`config.mk`:
```
export PLATFORM = sky130hd
export DESIGN_NAME = servo_sweep_ctrl_flat
export DESIGN_NICKNAME = d
export VERILOG_FILES = /design/src/rtl/servo_sweep_ctrl_if.sv /design/src/rtl/servo_sweep_ctrl.sv /design/src/flat_wrapper.sv
export SDC_FILE = /design/constraint.sdc
export NUM_CORES = 1
export LEC_CHECK = 0
export CAP_MARGIN = 20
export CORE_MARGIN = 10
export CORE_UTILIZATION = 35
export DETAILED_ROUTE_END_ITERATION = 7
export GPL_TIMING_DRIVEN = 0
export RECOVER_POWER = 100
export SLEW_MARGIN = 40
export SYNTH_ARGS = -nofsm -noshare
export SYNTH_HDL_FRONTEND = slang
export SYNTH_SLANG_ARGS = --single-unit
```
`constraint.sdc`:
```
create_clock -name clk -period 2.3 [get_ports clk]
set_clock_uncertainty 0.05 [all_clocks]
set_input_delay 0.46 -clock clk [delete_from_list [all_inputs] [get_ports clk]]
set_output_delay 0.46 -clock clk [all_outputs]
set_load 0.1 [all_outputs]
```
`src/rtl/servo_sweep_ctrl_if.sv`:
```
// ---------------------------------------------------------------------------
// servo_sweep_ctrl_if
// Command handshake bundle between the top-level FSM (master) and the servo
// sweep controller (slave).
//   cmd_valid  master->slave  command offered
//   cmd_ready  slave->master  command slot free (no command pending)
//   cmd_op     master->slave  00 STOP, 01 START, 10 HOME, 11 reserved
//   speed      master->slave  dwell length in units of DWELL_UNIT frames
// ---------------------------------------------------------------------------
interface servo_sweep_ctrl_if;
    logic       cmd_valid;
    logic       cmd_ready;
    logic [1:0] cmd_op;
    logic [2:0] speed;

    modport master (output cmd_valid, output cmd_op, output speed, input cmd_ready);
    modport slave  (input cmd_valid, input cmd_op, input speed, output cmd_ready);
endinterface

```
`src/rtl/servo_sweep_ctrl.sv`:
```
// ---------------------------------------------------------------------------
// servo_sweep_ctrl
// Sequences a hobby-servo PWM channel: sweeps the pulse width between POS_MIN
// and POS_MAX in STEP increments (one step per frame), dwelling at each end
// for speed*DWELL_UNIT frames. Commands arrive over a valid/ready handshake,
// are held pending and applied at the next frame boundary.
// Ports:
//   clk      system clock
//   rst_n    asynchronous reset, active low
//   cmd      command handshake (servo_sweep_ctrl_if.slave)
//   pwm_out  servo pulse, high while frame tick count < pos
//   pos      pulse width applied in the current frame (ticks)
//   busy     1 in every state except IDLE
//   end_irq  one-clk pulse when pos arrives at POS_MAX or POS_MIN
//            (present only with SERVO_ENDPOINT_IRQ_EN defined)
// Optional feature macro: SERVO_ENDPOINT_IRQ_EN
// ---------------------------------------------------------------------------
module servo_sweep_ctrl #(
    parameter int TICK_DIV    = 500,
    parameter int FRAME_TICKS = 2000,
    parameter int POS_MIN     = 100,
    parameter int POS_MAX     = 200,
    parameter int STEP        = 2,
    parameter int DWELL_UNIT  = 25
) (
    input  logic                     clk,
    input  logic                     rst_n,
    servo_sweep_ctrl_if.slave        cmd,
    output logic                     pwm_out,
    output logic [7:0]               pos,
    output logic                     busy
`ifdef SERVO_ENDPOINT_IRQ_EN
    ,
    output logic                     end_irq
`endif
);

    typedef enum logic [2:0] {
        ST_IDLE     = 3'd0,
        ST_UP       = 3'd1,
        ST_DWELL_HI = 3'd2,
        ST_DN       = 3'd3,
        ST_DWELL_LO = 3'd4,
        ST_HOMING   = 3'd5
    } state_e;

    localparam logic [1:0]  OP_STOP      = 2'b00;
    localparam logic [1:0]  OP_START     = 2'b01;
    localparam logic [1:0]  OP_HOME      = 2'b10;
    localparam logic [15:0] TICK_LAST    = 16'(TICK_DIV - 1);
    localparam logic [15:0] FRAME_LAST   = 16'(FRAME_TICKS - 1);
    localparam logic [7:0]  POS_MIN_C    = 8'(POS_MIN);
    localparam logic [7:0]  POS_MAX_C    = 8'(POS_MAX);
    localparam logic [7:0]  STEP_C       = 8'(STEP);
    // Saturation thresholds: compared before the add/sub so pos never wraps.
    localparam logic [7:0]  POS_HI_LIM   = 8'(POS_MAX - STEP);
    localparam logic [7:0]  POS_LO_LIM   = 8'(POS_MIN + STEP);
    localparam logic [7:0]  DWELL_UNIT_C = 8'(DWELL_UNIT);

    logic [15:0] tick_cnt_q, tick_cnt_d;
    logic [15:0] frame_cnt_q, frame_cnt_d;
    state_e      state_q, state_d;
    state_e      st_cmd_s, st_ramp_s;
    logic [7:0]  pos_q, pos_d;
    logic [7:0]  dwell_q, dwell_d;
    logic [7:0]  dwell_load_s;
    logic        ready_q, ready_d;
    logic [1:0]  op_q, op_d;
    logic        pwm_q, pwm_d;
    logic        busy_q, busy_d;
    logic        tick_s, frame_start_s, xfer_s;

    // Tick divider and frame counter; frame_start marks the last clk of a frame.
    always_comb begin
        tick_s        = (tick_cnt_q == TICK_LAST);
        frame_start_s = tick_s && (frame_cnt_q == FRAME_LAST);
        if (tick_s) begin
            tick_cnt_d = 16'd0;
        end else begin
            tick_cnt_d = tick_cnt_q + 16'd1;
        end
        if (!tick_s) begin
            frame_cnt_d = frame_cnt_q;
        end else if (frame_cnt_q == FRAME_LAST) begin
            frame_cnt_d = 16'd0;
        end else begin
            frame_cnt_d = frame_cnt_q + 16'd1;
        end
    end

    // Command slot: cmd_ready low means a command is pending for the next frame boundary.
    always_comb begin
        xfer_s  = cmd.cmd_valid && ready_q;
        ready_d = ready_q;
        op_d    = op_q;
        if (xfer_s) begin
            ready_d = 1'b0;
            op_d    = cmd.cmd_op;
        end else if (frame_start_s && !ready_q) begin
            ready_d = 1'b1;
        end else begin
            ready_d = ready_q;
        end
    end

    // Next-state logic: pending command first, then dwell countdown, then position ramp.
    always_comb begin
        st_cmd_s     = state_q;
        st_ramp_s    = state_q;
        state_d      = state_q;
        pos_d        = pos_q;
        dwell_d      = dwell_q;
        dwell_load_s = 8'({5'd0, cmd.speed} * DWELL_UNIT_C);
        if (frame_start_s) begin
            if (!ready_q) begin
                case (op_q)
                    OP_STOP:  st_cmd_s = ST_IDLE;
                    OP_START: st_cmd_s = (state_q == ST_IDLE) ? ST_UP : state_q;
                    OP_HOME:  st_cmd_s = ST_HOMING;
                    default:  st_cmd_s = state_q;
                endcase
            end else begin
                st_cmd_s = state_q;
            end
            // The frame on which the dwell expires already ramps away from the endpoint.
            case (st_cmd_s)
                ST_DWELL_HI: begin
                    if (dwell_q <= 8'd1) begin
                        st_ramp_s = ST_DN;
                    end else begin
                        st_ramp_s = ST_DWELL_HI;
                        dwell_d   = dwell_q - 8'd1;
                    end
                end
                ST_DWELL_LO: begin
                    if (dwell_q <= 8'd1) begin
                        st_ramp_s = ST_UP;
                    end else begin
                        st_ramp_s = ST_DWELL_LO;
                        dwell_d   = dwell_q - 8'd1;
                    end
                end
                default: st_ramp_s = st_cmd_s;
            endcase
            state_d = st_ramp_s;
            case (st_ramp_s)
                ST_UP: begin
                    if (pos_q >= POS_HI_LIM) begin
                        pos_d = POS_MAX_C;
                        if (cmd.speed == 3'd0) begin
                            state_d = ST_DN;
                        end else begin
                            state_d = ST_DWELL_HI;
                            dwell_d = dwell_load_s;
                        end
                    end else begin
                        pos_d = pos_q + STEP_C;
                    end
                end
                ST_DN: begin
                    if (pos_q <= POS_LO_LIM) begin
                        pos_d = POS_MIN_C;
                        if (cmd.speed == 3'd0) begin
                            state_d = ST_UP;
                        end else begin
                            state_d = ST_DWELL_LO;
                            dwell_d = dwell_load_s;
                        end
                    end else begin
                        pos_d = pos_q - STEP_C;
                    end
                end
                ST_HOMING: begin
                    if (pos_q <= POS_LO_LIM) begin
                        pos_d   = POS_MIN_C;
                        state_d = ST_IDLE;
                    end else begin
                        pos_d = pos_q - STEP_C;
                    end
                end
                default: pos_d = pos_q;
            endcase
        end else begin
            state_d = state_q;
        end
    end

    // Output decode; pos only moves at the frame boundary so the pulse cannot glitch.
    always_comb begin
        pwm_d  = (frame_cnt_q < {8'd0, pos_q});
        busy_d = (state_d != ST_IDLE);
    end

    // State and datapath registers.
    always_ff @(posedge clk or negedge rst_n) begin
        if (!rst_n) begin
            tick_cnt_q  <= 16'd0;
            frame_cnt_q <= 16'd0;
            state_q     <= ST_IDLE;
            pos_q       <= POS_MIN_C;
            dwell_q     <= 8'd0;
            ready_q     <= 1'b1;
            op_q        <= 2'b00;
            pwm_q       <= 1'b0;
            busy_q      <= 1'b0;
        end else begin
            tick_cnt_q  <= tick_cnt_d;
            frame_cnt_q <= frame_cnt_d;
            state_q     <= state_d;
            pos_q       <= pos_d;
            dwell_q     <= dwell_d;
            ready_q     <= ready_d;
            op_q        <= op_d;
            pwm_q       <= pwm_d;
            busy_q      <= busy_d;
        end
    end

    assign pwm_out       = pwm_q;
    assign pos           = pos_q;
    assign busy          = busy_q;
    assign cmd.cmd_ready = ready_q;

`ifdef SERVO_ENDPOINT_IRQ_EN
    logic irq_q, irq_d;

    // Only a ramp moves pos, so any move that lands on an endpoint is an arrival.
    always_comb begin
        irq_d = frame_start_s && (pos_d != pos_q) &&
                ((pos_d == POS_MAX_C) || (pos_d == POS_MIN_C));
    end

    // Endpoint pulse register.
    always_ff @(posedge clk or negedge rst_n) begin
        if (!rst_n) begin
            irq_q <= 1'b0;
        end else begin
            irq_q <= irq_d;
        end
    end

    assign end_irq = irq_q;
`endif

endmodule
```
`src/flat_wrapper.sv`:
```
// flat-port wrapper written by rule: the top's interface ports become plain ports
module servo_sweep_ctrl_flat 
#(
    parameter int TICK_DIV    = 500,
    parameter int FRAME_TICKS = 2000,
    parameter int POS_MIN     = 100,
    parameter int POS_MAX     = 200,
    parameter int STEP        = 2,
    parameter int DWELL_UNIT  = 25
)
  (clk, rst_n, pwm_out, pos, busy, cmd_cmd_valid, cmd_cmd_op, cmd_speed, cmd_cmd_ready);
  servo_sweep_ctrl_if cmd_i ();
  input  logic clk;
  input  logic rst_n;
  output logic pwm_out;
  output logic [7:0] pos;
  output logic busy;
  input wire logic [$bits(cmd_i.cmd_valid)-1:0] cmd_cmd_valid;
  input wire logic [$bits(cmd_i.cmd_op)-1:0] cmd_cmd_op;
  input wire logic [$bits(cmd_i.speed)-1:0] cmd_speed;
  output wire logic [$bits(cmd_i.cmd_ready)-1:0] cmd_cmd_ready;
  assign cmd_i.cmd_valid = cmd_cmd_valid;
  assign cmd_i.cmd_op = cmd_cmd_op;
  assign cmd_i.speed = cmd_speed;
  assign cmd_cmd_ready = cmd_i.cmd_ready;
  servo_sweep_ctrl #(.TICK_DIV(TICK_DIV), .FRAME_TICKS(FRAME_TICKS), .POS_MIN(POS_MIN), .POS_MAX(POS_MAX), .STEP(STEP), .DWELL_UNIT(DWELL_UNIT)) u_core (.clk(clk), .rst_n(rst_n), .cmd(cmd_i), .pwm_out(pwm_out), .pos(pos), .busy(busy));
endmodule
```
==> impl_metrics.toml <==
[status]
status = "finished, violations left"
violations = "negative setup slack"

[synth]
synth_area_leaders = "dfrtp_1 36%, ha_1 6.3%, xnor2_1 3.7%, nand2_1 3.6%, o21ai_0 3.5%"
netlist_instances = 393
synthesis.area_sq_mm = 0.00359
async_flop_share = 1.00
synth-edff-count = 0
synth_top_area_frac = 0.355
yosysSeqAreaShare = 0.384
synth_top_cell_by_area = "dfrtp_1"
syn_nets = 419
avgSynthCellArea_sq_um = 9.14
ys_seq_elements = 55
synthTopCellsByCount = "51 x dfrtp_1, 34 x nand2_1, 29 x nor2_1, 25 x o21ai_0, 23 x nand3_1"
yosysMostFrequentCell = "dfrtp_1"
synth.distinct_cells = 66
synthFlopType = "dfrtp_1"
yosysWarnings = 0

[grt]
grt.overflow.total = 0
antenna_found_initial = 0
grt_pass1_vias = 3123
grt_pass1_wl_mm = 15.2
grt_usage = 0.121
grt_start_max_net_pins = 39

[placement]
io_buffers = 17
dp_cells = 544
gp_congestion = 0.848
place_hpwl_mm = 6.15

[route]
via_count = 3241
drc = 0
viasPerCell = 5.48
routed_wl_mm = 9.33
final_antenna_net_count = 0
wire_per_inst_um = 15.8
first_pass_iters = 4
drtIter0Drc = 224

[floorplanning]
core_area_sq_mm = 0.00991
pin_count = 19
start_util = 0.363
die_h_um = 121
num_rows = 36
dieArea_sq_mm = 0.0147
die_w_um = 121

[clock_tree]
cts_max_level = 2
cts_tree = "done"
cts_made_buffers = 5
clockRootBuffer = "clkbuf_8"
cts.sinks = 55
cts.reportedPaths.clkPinSlew_ps = 100
clk_latency_ps = 310
cts_buffer_depth = 2

[pwr]
p_int_w = 0.00129
swShare = 0.266
p_per_area_mw_per_mm2 = 381
seq_power_share = 0.554
leakagePower_nw = 1.89
p_switching_w = 0.000470
share_clk_of_total_power = 0.309
power_frac_comb = 0.137
ir_drop_mv = 0.274

[worst_hold_path]
min_to = "u_core.tick_cnt_q[15]"
min_path_type = "flip-flop to flip-flop"
hold_path_depth = 1
hold_start = "u_core.tick_cnt_q[15]"

[worst_setup_path]
critical_path_class = "flip-flop to flip-flop"
arrival_ps = 2530
critical_path.cell_chain = "or4b_1 -> or4_4 -> or2_0 -> buf_6 -> mux2i_2 -> a21oi_2 -> nand4bb_1"
max_stage_delay_ps = 520
slowest_stage = "or4b_1"
required_ps = 2440
crit_fanout = 5
reg2regPathDepth = 7
timing.rr.end = "u_core.busy"
worstSetupStartpointType = "flip-flop"
critPathCaptureType = "flip-flop"
reg2reg_slack_ps = -90
reg2reg_from = "u_core.frame_cnt_q[11]"

[final_layout]
fin_nets = 483
n_fill_cell = 983
multi_input_area_sq_mm = 0.00238
antennaDiodeCount = 0
seqCellArea_sq_mm = 0.00140
final_cells = 591
area_growth_pct = 29.0
drive_gt1_frac = 0.275

[run]
drv_cap = 0

[sta]
min_period_over_period = 1.04
hold_viol_final = 0
fin_crit_ps = 2390
fmax_ghz = 0.419
setup_viol = 3
tns_ps = -135
fin_ws_ps = -89.3
tightest_slew_ps = 1170
rsz0062_at_grt = "yes"
slew_viol_final = 0
maxSlewHeadroom = 0.225
## flip-flops by register name, indices dropped and copies added, names as in the netlist
signal                cells
u_core.dwell_q            8
u_core.pos                7
u_core.pwm_out            1
u_core.cmd.cmd_ready      1
u_core.tick_cnt_q        16
u_core.frame_cnt_q       16
u_core.state_q            3
u_core.op_q               2
u_core.busy               1
## worst max-delay path, delay by kind of cell (launching register included)
family	cells	cell delay, ps
multiplexers	1	180
flip-flops	1	390
AO/OA/AOI/OAI	1	60
buffers and inverters	1	140
AND/OR/NAND/NOR	4	1450
## power by group through the flow
stage / sequential, W / combinational, W / clock, W
finish: 0.000978 / 0.000241 / 0.000545
detailed placement: 0.000996 / 0.000170 / 0
CTS: 0.000977 / 0.000190 / 0.000564
floorplan: 0.000995 / 0.000113 / 0
global route: 0.000980 / 0.000260 / 0.000594
global placement: 0.000996 / 0.000166 / 0
## cell usage in the layout, fill, tap and decap left out, types with 9 or more instances in the layout
cell type	instances
nand2_1	34
buf_2	10
buf_4	38
ha_1	16
inv_1	19
nor2_1	26
nand3_1	21
xnor2_1	15
dfrtp_1	45
xor2_1	9
a21oi_1	17
o21ai_0	20
## worst max path at each step
stage	startpoint	to	slack [ps]	cells after the start
floorplan	u_core.cmd.cmd_ready	u_core.pos[4]	-90	9
global placement	rst_n	u_core.pos[4]	-1470	1
detailed placement	u_core.tick_cnt_q[0]	u_core.pos[4]	-430	7
CTS	u_core.frame_cnt_q[12]	u_core.busy	-180	8
global route	u_core.frame_cnt_q[11]	u_core.busy	-140	7
finish	u_core.frame_cnt_q[11]	u_core.busy	-90	7
## layout make-up
type / count / share of cell area
flip-flops and latches: 55 / 0.302
plain buffers: 7 / 0.0148
clock inverters: 2 / 0.00270
multi-input cells: 307 / 0.513
well taps: 133 / 0.0359
inverters: 19 / 0.0154
clock buffers: 6 / 0.0157
repair buffers: 62 / 0.101
## per-layer routing
layer	wire [um]	global-route usage	vias up
li1	-	-	1571
met1	4200	0.153	1597
met4	105	0.0268	0
met5	0	0	-
met2	4700	0.211	65
met3	324	0.0200	8
## per-stage QoR
stage / power, W / worst slack (ps) / hold slack, ps / utilization / area, sq um
floorplan: 0.00111 / -92.6 / 114 / - / 3720
detailed placement: 0.00117 / -429 / 304 / 0.406 / 4020
global placement: 0.00116 / -1470 / 414 / 0.409 / 4050
CTS: 0.00173 / -181 / 436 / 0.440 / 4360
global route: 0.00183 / -135 / 470 / 0.468 / 4640
finish: 0.00176 / -89.3 / 446 / 0.468 / 4640
## cells by family (layout without fill, tap and decap cells)
kind of cell | Yosys count | in the layout | synth area share
buffers and inverters | 31 | 96 | 0.0411
DFF | 55 | 55 | 0.384
adders and majority gates | 18 | 18 | 0.0627
xor gates and xnor gates | 24 | 24 | 0.0585
and+or+nand+nor | 162 | 162 | 0.248
AOI/OAI and AO/OA | 94 | 94 | 0.181
muxes | 8 | 8 | 0.0230
other | 1 | 1 | 0.00104
## what timing repair did
item / in CTS / in global routing
hold buffers: 1 / 0
resized for setup: 17 / 38
setup endpoints to repair: 22 / 23
hold endpoints to repair: 15 / 0
gates cloned: 0 / 1
buffers inserted: 26 / 16
pin swaps: 11 / 16
Power figures use the tool's default switching activity.
